## src/rtl/data_mem_responder.sv

```systemverilog
// Data-port responder for the single-cycle MIPS core: word RAM plus an MMIO
// window holding a byte transmit FIFO, a status register and a cycle counter.
module data_mem_responder #(
  parameter int          RAM_WORDS  = 64,
  parameter int          FIFO_DEPTH = 8,
  parameter logic [31:0] MMIO_BASE  = 32'hFFFF0000
) (
  input  logic        clk,
  input  logic        reset,
  input  logic        memwrite,
  input  logic [31:0] aluout,
  input  logic [31:0] writedata,
  output logic [31:0] readdata,
  output logic        out_valid,
  output logic [7:0]  out_data,
  input  logic        out_ready
);

  localparam int AW = $clog2(RAM_WORDS);
  localparam int PW = $clog2(FIFO_DEPTH);
  localparam logic [PW:0] DEPTH_CNT = (PW+1)'(FIFO_DEPTH);

  logic [31:0]   ram [RAM_WORDS];
  logic [7:0]    fifo_mem [FIFO_DEPTH];
  logic [PW-1:0] wr_ptr, rd_ptr;
  logic [PW:0]   count;
  logic          overflow;
  logic [31:0]   cycles;

  logic          mmio_sel, is_tx, is_status, is_cycles;
  logic [AW-1:0] ram_idx;
  logic          empty, full, push_req, push_ok, pop, ovf_clear, ovf_set;
  logic [7:0]    count8;
  logic [31:0]   status_word;
  logic          unused_addr_lsbs;

  // Byte offset bits never take part in decode; all accesses are whole words.
  assign unused_addr_lsbs = ^aluout[1:0];

  assign mmio_sel  = (aluout[31:16] == MMIO_BASE[31:16]);
  assign is_tx     = mmio_sel && (aluout[15:2] == 14'd0);
  assign is_status = mmio_sel && (aluout[15:2] == 14'd1);
  assign is_cycles = mmio_sel && (aluout[15:2] == 14'd2);
  assign ram_idx   = aluout[AW+1:2];

  assign empty     = (count == '0);
  assign full      = (count == DEPTH_CNT);
  assign pop       = out_valid && out_ready;
  assign push_req  = memwrite && is_tx;
  // A full FIFO still takes a push when the head leaves in the same cycle.
  assign push_ok   = push_req && (!full || pop);
  assign ovf_set   = push_req && !push_ok;
  assign ovf_clear = memwrite && is_status && writedata[2];

  assign count8      = 8'(count);
  assign status_word = {16'h0000, count8, 5'b00000, overflow, full, empty};

  assign out_valid = !empty;
  assign out_data  = out_valid ? fifo_mem[rd_ptr] : 8'h00;

  always_ff @(posedge clk) begin
    if (memwrite && !mmio_sel) ram[ram_idx] <= writedata;
  end

  always_ff @(posedge clk) begin
    if (push_ok) fifo_mem[wr_ptr] <= writedata[7:0];
  end

  always_ff @(posedge clk or negedge reset) begin
    if (!reset) begin
      wr_ptr   <= '0;
      rd_ptr   <= '0;
      count    <= '0;
      overflow <= 1'b0;
    end else begin
      if (push_ok) wr_ptr <= wr_ptr + 1'b1;
      if (pop)     rd_ptr <= rd_ptr + 1'b1;
      case ({push_ok, pop})
        2'b10:   count <= count + 1'b1;
        2'b01:   count <= count - 1'b1;
        default: count <= count;
      endcase
      // A fresh rejection wins over a simultaneous clear.
      overflow <= ovf_set || (overflow && !ovf_clear);
    end
  end

  always_ff @(posedge clk or negedge reset) begin
    if (!reset)                     cycles <= '0;
    else if (memwrite && is_cycles) cycles <= writedata;
    else                            cycles <= cycles + 32'd1;
  end

  always_comb begin
    readdata = 32'h0;
    if (!mmio_sel)      readdata = ram[ram_idx];
    else if (is_status) readdata = status_word;
    else if (is_cycles) readdata = cycles;
  end

endmodule
```

## config.mk

```make
export PLATFORM = sky130hd
export DESIGN_NAME = data_mem_responder
export DESIGN_NICKNAME = d
export VERILOG_FILES = /design/src/rtl/data_mem_responder.sv
export SDC_FILE = /design/constraint.sdc
export NUM_CORES = 2
export LEC_CHECK = 0
export CORE_ASPECT_RATIO = 0.8
export CORE_MARGIN = 4
export CORE_UTILIZATION = 30
export CTS_CLUSTER_DIAMETER = 80
export CTS_CLUSTER_SIZE = 12
export DETAILED_ROUTE_END_ITERATION = 16
export PLACE_DENSITY = 0.57
export SLEW_MARGIN = 0
export SYNTH_ARGS = -nofsm -noshare
export SYNTH_HDL_FRONTEND = slang
export SYNTH_SLANG_ARGS = --single-unit
```

## constraint.sdc

```tcl
create_clock -name clk -period 2 [get_ports clk]
set_input_delay 0.3 -clock clk [delete_from_list [all_inputs] [get_ports clk]]
set_output_delay 0.3 -clock clk [all_outputs]
set_load 0.02 [all_outputs]
```

After elaboration in Yosys (flattened, before gate mapping) --
Memories as Yosys holds them, arrays and structs flattened. Index checks and enable logic that the tools add are counted. W data, S select, Z words.
Word-level totals: flip-flop bits (word level) 43, bits in writable memories 2112, input bits 68, output and inout bits 41, logic and storage cells 50, memories 2
Cells by class: add/subtract/negate cells 5, equality and inequality tests 6, mux-type cells 10, reductions and logical operators 22
Memory list:
- ram | depth 64, width 32, read ports 1, clocked after memory_dff 0, write ports 1, RTL line 23 | logic [31:0] ram [RAM_WORDS];
- fifo_mem | depth 8, width 8, read ports 1, clocked after memory_dff 0, write ports 1, RTL line 24 | logic [7:0] fifo_mem [FIFO_DEPTH];
Operators by type and width (number):
- $mux W32 | 4
- $add A32 B1 Y32 const B | 1
- $eq A16 B16 Y1 const B | 1
- $eq A14 B1 Y1 const B | 1
- $eq A14 B2 Y1 const B | 1
- $logic_not A14 Y1 | 1
- $logic_and A1 B1 Y1 | 12
- $mux W8 | 1
- $pmux W4 S2 | 1
- $add A3 B1 Y3 const B | 2
- $logic_not A1 Y1 | 5
- $add A4 B1 Y4 const B | 1
- $eq A4 B4 Y1 const B | 1
- $logic_not A4 Y1 | 1
- $mux W1 | 4
- $sub A4 B1 Y4 const B | 1
- $eq A2 B1 Y1 const B | 1
- $eq A2 B2 Y1 const B | 1
- $logic_or A1 B1 Y1 | 2
- $reduce_bool A2 Y1 | 1

Longest topological paths before layout --
depth after elaboration 8, depth in mapped cells 12, mapped depth without buffers 11

Worst setup path after synthesis --
No wires, ideal clock.
path type in2reg, start point input aluout[4], end point memory ram[1][0] (enable), setup time 0.502 ns, arrival 4.344 ns, data required time 1.498 ns, path slack -2.846 ns, stages 6, buffers on the path 5, cell sequence buf_4 > buf_2 > buf_4 > buf_2 > buf_2 > nor4_1
RTL lines:
- start, declared | RTL line 11 | input logic [31:0] aluout,
- end, declared | RTL line 23
Straight into the memory's write port.

Worst setup path in the final report --
start point memory ram[33][2], end point output readdata[2]
On the way: longest elaborated chain between the ends 2
RTL lines:
- $mem_v2 Z64 W32
- $mux W32 | RTL line 96 | if (!mmio_sel) readdata = ram[ram_idx];
- end, declared | RTL line 13 | output logic [31:0] readdata,
Every way passes these cells.

==> key figures <==
Setup path
  • Slowest library cell on the worst path: a222oi_1
  • FF-to-FF setup slack: -160 ps
  • Category of the worst setup path capture point: primary output
  • Dominant delay contributor by cell family on the critical path: compound AO/OA/AOI/OAI gates
  • Depth of the most critical reg-to-reg path: 12
  • Worst EP arrival: 3150 ps
  • Number of cells on the critical path: 7
  • Kind of critical path: reg -> out
  • Category of the worst setup path launch point: register
  • CP bufs+invs: 2
  • Ordered cell list for the critical path: mux2_2, a221o_1, a222oi_1, buf_4, o22ai_4, o31a_1, buf_6
  • Data required time of the critical path: 1700 ps
  • Critical-path maximum fanout: 1
  • Critical path's largest stage delay: 490 ps

Global route
  • Total congestion overflow: 0
  • Antenna violations before repair: 14
  • First-pass GRT wire length: 388,900 µm
  • Overall global routing resource usage: 18.81%
  • Via count of the first global-routing pass: 49,800
  • Pin count of the biggest net entering global routing: 74

Floorplan
  • Area inside the core boundary: 0.2777 mm²
  • Boundary Pins: 109
  • Die width: 598.4 µm
  • Effective utilization at floorplan: 30.13%
  • Die area: 0.2874 mm²
  • Die H: 480.3 µm
  • Total number of placement rows: 173

Placed design
  • Placed cells: 9,258
  • Port Buf Inserts: 106
  • GPL Wtd Cong: 0.8997
  • Post-DP HPWL: 184,200 µm
  • Placement-stage worst setup slack: -2540 ps

Power and ir drop
  • VDD IR max: 0.6883 mV
  • Power density cells: 895.0 mW/mm²
  • Total chip power: 95.53 mW
  • Leak: 35.76 nW

Synthesis
  • Fraction of registers with async set/reset: 1.995%
  • Cell type with the largest total area after synthesis: edfxtp_1
  • Post-synthesis cell count: 4,897
  • Synthesis-stage register bit count: 2,155
  • Synth area leaders: edfxtp_1 (76%), mux2i_1 (4.1%), a221o_1 (2.0%), o32ai_1 (1.5%), o22ai_1 (1.5%)
  • Per-instance average area after synthesis: 17.08 µm²
  • Number of flops mapped to enable cells by yosys: 2,112
  • Post-synth net total: 4,971
  • Syn. warnings: 0
  • Commonest register cell after synthesis: edfxtp_1
  • Sequential area share after synthesis: 77.09%
  • Share of the synthesized area in the top cell type: 75.80%
  • Post-synthesis instance area: 0.08367 mm²
  • Number of library cell types mapped by synthesis: 73

Final layout
  • Net count reported at finish: 5,915
  • Filler cells: 25,130
  • Most common library cell in the layout ignoring fill and taps: edfxtp_1
  • Commonest non-fill, non-tap cells in the layout: edfxtp_1 (2,112), buf_4 (656), mux2i_1 (326)
  • Post-route insts no fill: 9,552
  • Storage element area: 0.06450 mm²
  • Final design utilization: 38.44%
  • Area grow syn2layout: 27.59%
  • Share of cells above drive strength 1: 29.27%
  • Area of the multi-input gates: 0.01994 mm²

Flow run
  • Number of max-cap violations: 0

STA
  • Minimum hold slack: 79.80 ps
  • Worst slew pin tran: 882.8 ps
  • Max frequency: 0.2899 GHz
  • Unrepaired setup endpoints after global routing: true
  • Min Tclk post-route: 3450 ps
  • Post-route clock period utilization: 172.5%
  • Slew Limit Headroom: 41.14%
  • Total count of hold-check failures in the final report: 0
  • Max-slew violations: 0
  • Number of failing setup endpoints in the final timing report: 125
  • Worst setup skew after layout: 14.27 ps
  • Worst path setup slack after routing: -1450 ps

Clock network
  • Number of clock sinks: 2,155
  • Clock tree from TritonCTS: done
  • Register clock-pin slew on the reported worst setup and hold paths: 60 ps
  • H-tree level count: 4
  • Number of buffers inserted during clock tree synthesis: 206
  • Worst-Skew Late Latency: 860 ps
  • Clock Root Buffer: clkbuf_16
  • Maximum clock path buffer count: 4

Routing
  • DR vias: 52,230
  • Total Routed Length: 279,300 µm
  • Number of remaining DRC errors: 0
  • Starting DRC count in detailed routing: 7,561
  • Per-cell via count in the routed design: 5.468
  • ANT nets after route: 0
  • WL/cell: 29.24 µm
  • Drt first pass iters: 6

Worst hold path
  • Hold WC Path Type: in -> reg
  • Cell count of the worst hold path: 1

Outcome
  • Violated checks: setup timing
  • Status: complete, but fails checks
[what timing repair did]
| item | CTS | global route |
|---|---|---|
| endpoints found under the setup margin | 363 | 236 |
| endpoints found under the hold margin | 582 | 0 |
| resized for setup | 577 | 178 |
| setup buffers | 14 | 28 |
| cloned | 5 | 1 |
| pin swaps | 154 | 79 |
| hold buffers | 27 | 0 |
[final timing paths]
kind	start	endpoint
max in group asynchronous	reset	count[1]$_DFFE_PN0P_
worst min-delay path	writedata[21]	ram[3][21]$_DFFE_PP_
worst min register to register	overflow$_DFF_PN0_	overflow$_DFF_PN0_
worst max register to register	count[1]$_DFFE_PN0P_	count[3]$_DFFE_PN0P_
min in group asynchronous	reset	cycles[4]$_DFF_PN0_
worst max-delay path	ram[33][2]$_DFFE_PP_	readdata[2]
[cell type report]
class	count	area share [%]
diodes	5	0.01172
clock buffers	231	4.997
clock inverters	8	0.1160
inverters	151	0.5427
multi-input cells	2245	18.68
flip-flops and latches	2155	60.42
well taps	3675	4.308
repair buffers	1082	10.92
[Yosys cell counts, types with 133 or more instances]
cell type  count
inv_1        150
clkbuf_1     137
buf_2        155
o22ai_1      198
a22o_1       134
a21oi_1      133
o32ai_1      145
nand2_1      278
a221o_1      165
nor2_1       162
mux2i_1      340
edfxtp_1    2112
[flip-flops by register name, summed over array words and instances (netlist names)]
register and cells:
wr_ptr 3, rd_ptr 3, cycles 32, fifo_mem 64
count 4, ram 2048, overflow 1
[worst reg2reg max path, delay by kind of cell, from the launching register on]
family                     cells  cell delay, ps
DFF                            1             450
and+or+nand+nor                4             520
buffers and inverters          3             320
adders and majority gates      1             200
xor gates and xnor gates       1             150
AOI/OAI and AO/OA              3             400
[per-stage QoR]
stage	area (µm²)	setup TNS, ps
after floorplan	84200	-1461490
after global placement	98030	-1774430
after detailed placement	98030	-1822460
after CTS	105800	-46710
after global routing	106700	-67330
final	106700	-61020
[cell families (layout without fill, tap and decap cells)]
family | count (synthesis) | in the layout | share of synthesized area, %
XOR/XNOR | 36 | 36 | 0.3769
buffers and inverters | 498 | 1472 | 2.663
flip-flops | 2155 | 2155 | 77.09
multiplexers | 417 | 417 | 5.701
adder cells (fa/ha/maj) | 6 | 6 | 0.09870
AND/OR/NAND/NOR | 592 | 593 | 3.152
AO/OA/AOI/OAI | 1193 | 1193 | 10.92
other | 0 | 5 | 0
[where the power goes]
| group | switching [mW] | internal, mW |
|---|---|---|
| clock network | 16.0 | 18.7 |
| registers | 0.180 | 49.9 |
| logic | 6.11 | 4.62 |
[per-layer routing]
metal  up-vias  wire, µm  GRT usage (%)  part of all wire, %
met2      3024    118900          26.94                   43
met5         -         7              0               0.0025
met4         2      6287          3.989                  2.3
li1      21800         -              -                    -
met1     27060    123100          28.82                   44
met3       339     30940          4.449                   11
Note: power is estimated with default switching activity, not from simulation.
